File: config.mk
export PLATFORM = sky130hd
export DESIGN_NAME = ps2_kb_ctrl
export DESIGN_NICKNAME = d
export VERILOG_FILES = /design/src/rtl/ps2_kb_pkg.sv /design/src/rtl/ps2_kb_fifo.sv /design/src/rtl/ps2_kb_ctrl.sv
export SDC_FILE = /design/constraint.sdc
export NUM_CORES = 1
export LEC_CHECK = 0
export CORE_ASPECT_RATIO = 0.5
export CORE_MARGIN = 3
export CORE_UTILIZATION = 52
export CTS_BUF_LIST = sky130_fd_sc_hd__clkbuf_16
export CTS_CLUSTER_SIZE = 24
export DETAILED_ROUTE_END_ITERATION = 10
export PLACE_DENSITY = 0.75
export RECOVER_POWER = 50
export SLEW_MARGIN = 20
export SYNTH_ARGS = -nofsm -noshare
export SYNTH_HDL_FRONTEND = slang
export SYNTH_SLANG_ARGS = --single-unit
export TNS_END_PERCENT = 50
File: constraint.sdc
create_clock -name clk -period 3 [get_ports clk]
set_input_delay 0.45 -clock clk [delete_from_list [all_inputs] [get_ports clk]]
set_output_delay 0.45 -clock clk [all_outputs]
set_load 0.01 [all_outputs]
File: src/rtl/ps2_kb_pkg.sv
// ----------------------------------------------------------------------------
// ps2_kb_pkg
// Shared definitions for the PS/2 keyboard event sequencer:
//   - scan-code prefix bytes (E0 extended, F0 break)
//   - sequencer state encoding
//   - key-event record, packed as {ext, brk, code[7:0]} (EV_W bits)
// ----------------------------------------------------------------------------
package ps2_kb_pkg;

  localparam logic [7:0] PS2_EXT_PREFIX = 8'hE0;
  localparam logic [7:0] PS2_BRK_PREFIX = 8'hF0;

  localparam int EV_W = 10;

  typedef enum logic [1:0] {
    IDLE   = 2'b00,
    GOT_E0 = 2'b01,
    GOT_F0 = 2'b10
  } kb_state_e;

  typedef struct packed {
    logic       ext;
    logic       brk;
    logic [7:0] code;
  } kb_event_t;

  // True for either prefix byte; such bytes never produce an event by themselves.
  function automatic logic is_prefix(input logic [7:0] b);
    return (b == PS2_EXT_PREFIX) || (b == PS2_BRK_PREFIX);
  endfunction

endpackage

File: src/rtl/ps2_kb_fifo.sv
// ----------------------------------------------------------------------------
// ps2_kb_fifo
// Synchronous FIFO holding key events.
//   clk, reset  : clock, asynchronous active-high reset (empties the FIFO)
//   push_i      : write din_i this cycle; caller only asserts it when the entry
//                 fits (not full, or full with a pop in the same cycle)
//   din_i       : event to write
//   pop_i       : discard the head entry (ignored while empty)
//   dout_o      : head entry (entry at the read pointer)
//   full_o      : count == FIFO_DEPTH
//   empty_o     : count == 0
//   count_o     : number of stored entries, FIFO_AW+1 bits
// ----------------------------------------------------------------------------
module ps2_kb_fifo
  import ps2_kb_pkg::*;
#(
  parameter int FIFO_DEPTH = 4,
  parameter int FIFO_AW    = 2
) (
  input  logic              clk,
  input  logic              reset,
  input  logic              push_i,
  input  logic [EV_W-1:0]   din_i,
  input  logic              pop_i,
  output logic [EV_W-1:0]   dout_o,
  output logic              full_o,
  output logic              empty_o,
  output logic [FIFO_AW:0]  count_o
);

  localparam logic [FIFO_AW:0] DEPTH_C = (FIFO_AW + 1)'(FIFO_DEPTH);

  logic [EV_W-1:0]    mem_q [FIFO_DEPTH];
  logic [FIFO_AW-1:0] wr_ptr_q;
  logic [FIFO_AW-1:0] rd_ptr_q;
  logic [FIFO_AW:0]   count_q;
  logic               rd_en;

  assign rd_en   = pop_i & ~empty_o;
  assign full_o  = (count_q == DEPTH_C);
  assign empty_o = (count_q == '0);
  assign count_o = count_q;
  assign dout_o  = mem_q[rd_ptr_q];

  // NOTE: storage has no reset; the read side never trusts an entry until
  // count says it was written, so clearing it would only cost flops.
  always_ff @(posedge clk) begin
    if (push_i) begin
      mem_q[wr_ptr_q] <= din_i;
    end
  end

  // NOTE: sequential state uses non-blocking assignments so every register
  // samples the pre-edge values regardless of statement order.
  always_ff @(posedge clk or posedge reset) begin
    if (reset) begin
      wr_ptr_q <= '0;
      rd_ptr_q <= '0;
      count_q  <= '0;
    end else begin
      if (push_i) wr_ptr_q <= wr_ptr_q + 1'b1;
      if (rd_en)  rd_ptr_q <= rd_ptr_q + 1'b1;
      case ({push_i, rd_en})
        2'b10:   count_q <= count_q + 1'b1;
        2'b01:   count_q <= count_q - 1'b1;
        default: count_q <= count_q;
      endcase
    end
  end

endmodule

File: src/rtl/ps2_kb_ctrl.sv
// ----------------------------------------------------------------------------
// ps2_kb_ctrl
// Sequencer behind a PS/2 receiver: folds scan-code sequences (plain, F0 xx,
// E0 xx, E0 F0 xx) into single key events and queues them for a consumer.
//   clk, reset    : clock, asynchronous active-high reset
//   rx_done_tick  : receiver strobe, rx_dout valid in that cycle
//   rx_dout       : received byte
//   rx_en         : receive enable, high while the event FIFO has room
//   ev_valid      : head event present
//   ev_ready      : consumer takes the head event when ev_valid & ev_ready
//   ev_code       : head event scan code
//   ev_break      : head event is a key release
//   ev_ext        : head event carried the E0 prefix
//   ovf           : sticky, an event was dropped because the FIFO was full
//   ovf_clr       : clears ovf (a same-cycle set wins)
// Build option: define PS2_KB_TIMEOUT_EN to abandon a prefix sequence that
// sees no further byte within TIMEOUT_CYC cycles. Without it the prefix
// states wait indefinitely.
// ----------------------------------------------------------------------------
module ps2_kb_ctrl
  import ps2_kb_pkg::*;
#(
  parameter int FIFO_DEPTH  = 4,
  parameter int FIFO_AW     = $clog2(FIFO_DEPTH),
  parameter int TIMEOUT_CYC = 100000
) (
  input  logic       clk,
  input  logic       reset,
  input  logic       rx_done_tick,
  input  logic [7:0] rx_dout,
  output logic       rx_en,
  output logic       ev_valid,
  input  logic       ev_ready,
  output logic [7:0] ev_code,
  output logic       ev_break,
  output logic       ev_ext,
  output logic       ovf,
  input  logic       ovf_clr
);

  if (FIFO_DEPTH < 2 || (FIFO_DEPTH & (FIFO_DEPTH - 1)) != 0 ||
      (1 << FIFO_AW) != FIFO_DEPTH) begin : g_bad_depth
    $error("ps2_kb_ctrl: FIFO_DEPTH must be a power of two >= 2 equal to 2**FIFO_AW");
  end
  if (TIMEOUT_CYC < 2) begin : g_bad_timeout
    $error("ps2_kb_ctrl: TIMEOUT_CYC must be >= 2");
  end

  localparam logic [FIFO_AW:0] DEPTH_C = (FIFO_AW + 1)'(FIFO_DEPTH);

  kb_state_e        state_q;
  logic             ext_q;
  logic             brk_q;
  logic             ovf_q;

  logic             push_req;
  logic             push_ok;
  logic             pop;
  kb_event_t        push_ev;
  kb_event_t        head_ev;
  logic [EV_W-1:0]  fifo_dout;
  logic             fifo_full;
  logic             fifo_empty;
  logic [FIFO_AW:0] fifo_count;

`ifdef PS2_KB_TIMEOUT_EN
  localparam int              TMO_W   = $clog2(TIMEOUT_CYC);
  localparam logic [TMO_W-1:0] TMO_MAX = TMO_W'(TIMEOUT_CYC - 1);
  logic [TMO_W-1:0] tmo_q;
`endif

  // Any non-prefix byte completes a sequence. The flags already encode the
  // prefix history: ext_q is set only after E0, brk_q only in GOT_F0, and both
  // are clear in IDLE, so they form the event fields directly.
  // NOTE: every always_comb output gets a default first so no path can leave
  // it unassigned and infer a latch.
  always_comb begin
    pop          = ~fifo_empty & ev_ready;
    push_req     = rx_done_tick & ~is_prefix(rx_dout);
    push_ev      = '0;
    push_ev.ext  = ext_q;
    push_ev.brk  = brk_q;
    push_ev.code = rx_dout;
    // A full FIFO still accepts when its head leaves in the same cycle.
    push_ok      = push_req & (~fifo_full | pop);
  end

  always_ff @(posedge clk or posedge reset) begin
    if (reset) begin
      state_q <= IDLE;
      ext_q   <= 1'b0;
      brk_q   <= 1'b0;
`ifdef PS2_KB_TIMEOUT_EN
      tmo_q   <= '0;
`endif
    end else if (rx_done_tick) begin
`ifdef PS2_KB_TIMEOUT_EN
      tmo_q <= '0;
`endif
      case (state_q)
        IDLE: begin
          if (rx_dout == PS2_EXT_PREFIX) begin
            state_q <= GOT_E0;
            ext_q   <= 1'b1;
          end else if (rx_dout == PS2_BRK_PREFIX) begin
            state_q <= GOT_F0;
            brk_q   <= 1'b1;
          end
        end
        GOT_E0: begin
          if (rx_dout == PS2_BRK_PREFIX) begin
            state_q <= GOT_F0;
            brk_q   <= 1'b1;
          end else if (rx_dout == PS2_EXT_PREFIX) begin
            ext_q   <= 1'b1;
          end else begin
            state_q <= IDLE;
            ext_q   <= 1'b0;
            brk_q   <= 1'b0;
          end
        end
        GOT_F0: begin
          if (rx_dout == PS2_EXT_PREFIX) begin
            // E0 after F0 is a protocol error: restart as a fresh extended code.
            state_q <= GOT_E0;
            ext_q   <= 1'b1;
            brk_q   <= 1'b0;
          end else if (rx_dout != PS2_BRK_PREFIX) begin
            state_q <= IDLE;
            ext_q   <= 1'b0;
            brk_q   <= 1'b0;
          end
        end
        default: begin
          state_q <= IDLE;
          ext_q   <= 1'b0;
          brk_q   <= 1'b0;
        end
      endcase
    end
`ifdef PS2_KB_TIMEOUT_EN
    else if (state_q != IDLE) begin
      if (tmo_q == TMO_MAX) begin
        // Stale prefix: drop it silently.
        state_q <= IDLE;
        ext_q   <= 1'b0;
        brk_q   <= 1'b0;
        tmo_q   <= '0;
      end else begin
        tmo_q <= tmo_q + 1'b1;
      end
    end else begin
      tmo_q <= '0;
    end
`endif
  end

  always_ff @(posedge clk or posedge reset) begin
    if (reset) begin
      ovf_q <= 1'b0;
    end else if (push_req & ~push_ok) begin
      ovf_q <= 1'b1;
    end else if (ovf_clr) begin
      ovf_q <= 1'b0;
    end
  end

  ps2_kb_fifo #(
    .FIFO_DEPTH (FIFO_DEPTH),
    .FIFO_AW    (FIFO_AW)
  ) u_fifo (
    .clk     (clk),
    .reset   (reset),
    .push_i  (push_ok),
    .din_i   (push_ev),
    .pop_i   (pop),
    .dout_o  (fifo_dout),
    .full_o  (fifo_full),
    .empty_o (fifo_empty),
    .count_o (fifo_count)
  );

  assign head_ev  = fifo_dout;
  assign ev_valid = ~fifo_empty;
  assign ev_code  = head_ev.code;
  assign ev_break = head_ev.brk;
  assign ev_ext   = head_ev.ext;
  assign ovf      = ovf_q;
  // Deasserts the moment the FIFO fills; a frame already underway may still
  // land and overflow.
  assign rx_en    = (fifo_count < DEPTH_C);

endmodule

==> run_results.csv <==
group,metric,value,unit
run_status,status,"completed",
setup_path,worstPathMaxFanout,6,
floorplanning,dieArea,5280,sq um
logic_synthesis,ys_ff_latch,52,
finish,fin_cells,220,
clock_tree,hold_buffers,0,
timing,hold_viol,0,
setup_path,r2r_slack,0.69,ns
setup_path,cp-start-kind,"primary input",
logic_synthesis,ys_seq_area_share,65.7,%
logic_synthesis,synth.net_count,154,
clock_tree,cts-root-buf,"clkbuf_16",
logic_synthesis,netlist_area,2290,sq um
grt,grtUsageTotal,16.5,%
setup_path,crit_path_end,"u_fifo.count_o[2]$_DFFE_PP0P_",
floorplanning,start_util,56.2,%
timing,fmax,366,MHz
logic_synthesis,synth_xor_area_share,2.30,%
setup_path,startpoint,"rx_dout[1]",
clock_tree,post_cts_resized,0,
setup_path,critical_path_class,"in -> reg",
timing,post-route-min-period,2.73,ns
logic_synthesis,avgSynthCellArea,17.4,sq um
timing,rsz0062_at_grt,"no",
finish,fin_nets,188,
setup_path,ff2ff_path_depth,10,
floorplanning,coreArea,4060,sq um
clock_tree,ctsHtreeMaxLevel,2,
grt,grt_remaining_overflow,0,
logic_synthesis,yosys_warnings,0,
clock_tree,postCtsSetupBuffers,0,
logic_synthesis,synth_top_family_by_area,"multiplexers",
place,place_hpwl,2.56,mm
logic_synthesis,netlist_instances,131,
timing,tns,0,ns
timing,period_share,91.1,%
route,avgViaCountPerCell,5.39,
grt,grt_pass1_wl,6.26,mm
setup_path,r2r_end,"u_fifo.count_o[2]$_DFFE_PP0P_",
finish,diodes,0,
route,drt_iter0_drc,46,
finish,final_core_util,68.3,%
setup_path,critical_path_required,3.21,ns
grt,antenna_found_initial,0,
clock_tree,cts.reportedPaths.clkPinSlew,0.06,ns
grt,grt_pass1_vias,1220,
logic_synthesis,synth_area_leaders,"edfxtp_1, dfrtp_1, mux4_2",
setup_path,reg2reg_from,"u_fifo.count_o[2]$_DFFE_PP0P_",
clock_tree,numCtsBuffers,5,
route,drt-wirelength-per-cell,17.2,um
timing,setup_viol,0,
logic_synthesis,synth_mux_area_share,12.7,%
finish,syn2layout_area_growth,21.5,%
route,routed_wl,3.78,mm
power,leakage,1.03,nW
place,dpl_worst_slack,0.0406,ns
clock_tree,cts_buffer_depth,2,
logic_synthesis,synthSimpleGateAreaFrac,6.35,%
logic_synthesis,ys_types,33,
floorplanning,die_x,99.8,um
route,postRouteAntennaNets,0,
clock_tree,cts_tree,"done",
logic_synthesis,synth_top_cell_area_share,52.5,%
logic_synthesis,yosysTopAreaCell,"edfxtp_1",
power,pwr_density_cell,936,nW/um^2
finish,drive_gt1_share,18.1,%
place,globalplace.congestion,0.728,
logic_synthesis,synth_compound_area_share,4.32,%
hold_path,min_path_type,"reg -> reg",
job,maxCapViolCount,0,
setup_path,arrival,2.94,ns
clock_tree,cts_num_sinks,52,
route,drc,0,
route,vias,1185,
setup_path,crit_path_end_kind,"register",
timing,setup_ws,0.266,ns
place,dp.cells,212,
place,port_buffers,25,
floorplanning,dieHeight,52.9,um
timing,worst_pin_slew,0.535,ns
timing,skew,0.00668,ns
floorplanning,rows,16,
grt,grt_max_degree,17,
timing,finalMaxSlewViolations,0,
timing,maxSlewHeadroom,64.3,%
route,firstDrtPassIters,4,
power,ir_drop,0.456,mV
clock_tree,clkLatencyLatePin,0.29,ns
timing,hold_ws,0.507,ns
floorplanning,num_io_pins,26,
logic_synthesis,synthAdderAreaFrac,5.80,%
-- worst min-delay path by stage --
stage,startpoint,end,slack (ns),cells past startpoint
floorplan,reset,brk_q$_DFFE_PP0P_,0.31,1
global route,u_fifo.count_o[0]$_DFFE_PP0P_,u_fifo.count_o[0]$_DFFE_PP0P_,0.53,1
finish,u_fifo.rd_ptr_q[0]$_DFFE_PP0P_,u_fifo.rd_ptr_q[0]$_DFFE_PP0P_,0.51,1
global placement,u_fifo.rd_ptr_q[0]$_DFFE_PP0P_,u_fifo.rd_ptr_q[0]$_DFFE_PP0P_,0.49,1
detailed placement,u_fifo.rd_ptr_q[0]$_DFFE_PP0P_,u_fifo.rd_ptr_q[0]$_DFFE_PP0P_,0.50,1
CTS,reset,brk_q$_DFFE_PP0P_,0.49,2
-- cell usage in the layout (no fill, tap or decap), types with 3 or more instances in the layout --
cell type,instances
edfxtp_1,40
clkdlybuf4s50_1,15
dfrtp_1,12
inv_1,11
mux4_2,10
dlygate4sd3_1,10
ha_1,9
nand2_1,5
clkbuf_16,5
xnor2_1,4
nor2_1,4
and2_1,4
mux2_4,3
clkbuf_1,3
-- kinds of logic after synthesis --
group / after synthesis
simple gates: 23
buf+inv: 15
xor+xnor: 6
fa+ha+maj: 10
compound gates: 10
mux: 15
flops: 52
-- sequential cells by signal (all words and copies together) (netlist names) --
signal,flops
ext_q,1
u_fifo.rd_ptr_q,2
u_fifo.wr_ptr_q,2
ovf,1
brk_q,1
state_q,2
u_fifo.count_o,3
u_fifo.mem_q,40
-- cells in the mapped netlist --
cell	instances
a21o_4	1
a31oi_1	1
a41oi_1	1
and2_1	5
and3_1	2
buf_2	1
buf_6	1
clkbuf_1	1
dfrtp_1	12
edfxtp_1	40
fa_1	1
ha_1	9
inv_1	11
inv_2	1
mux2_4	3
mux2i_1	2
mux4_2	10
nand2_1	5
nand3_1	1
nor2_1	4
nor3_1	1
nor3_4	1
nor4_2	1
o21ai_0	2
o221ai_2	1
o22ai_1	1
o2bb2ai_1	1
o31ai_1	1
o31ai_4	1
or3_1	1
or4_4	2
xnor2_1	4
xor2_1	2
-- per-layer routing --
metal  vias to the layer above  wire [um]  global-route usage, %  part of all wire (%)
met5                         -          0                      0                     0
met4                         0         50                   5.44                   1.3
met3                         6        193                   4.61                   5.1
met2                        29       1830                   26.8                    48
met1                       587       1710                   21.8                    45
li1                        563          -                      -                     -
-- report_power, final --
group	switching [mW]	leakage, nW	internal [mW]
Combinational	0.385	0.437	0.498
Clock	0.240	0.0814	0.392
Sequential	0.110	0.515	0.975
-- final cells by class --
cell class              count  area (sq um)
flip-flops and latches     52          1500
inverters                  12          45.0
multi-input cells          64           719
fillers                   278          1290
clock buffers               5           125
well taps                  54          67.6
clock inverters             3          42.5
repair buffers             30           277
-- stage by stage --
step,instance area [sq um],total power [mW]
after floorplan,2290,1.65
after global placement,2620,1.98
after detailed placement,2620,2.00
after CTS,2790,2.64
after global routing,2780,2.76
final,2780,2.60
-- critical path, stage by stage --
cell,delay (ns)
dlygate4sd3_1,0.62
nor4_2,0.44
nand2_1,0.12
and3_1,0.22
inv_1,0.05
ha_1,0.19
inv_1,0.06
fa_1,0.38
xor2_1,0.16
nor2_1,0.12
xnor2_1,0.13
No activity file was read; power rests on OpenSTA's default activity.
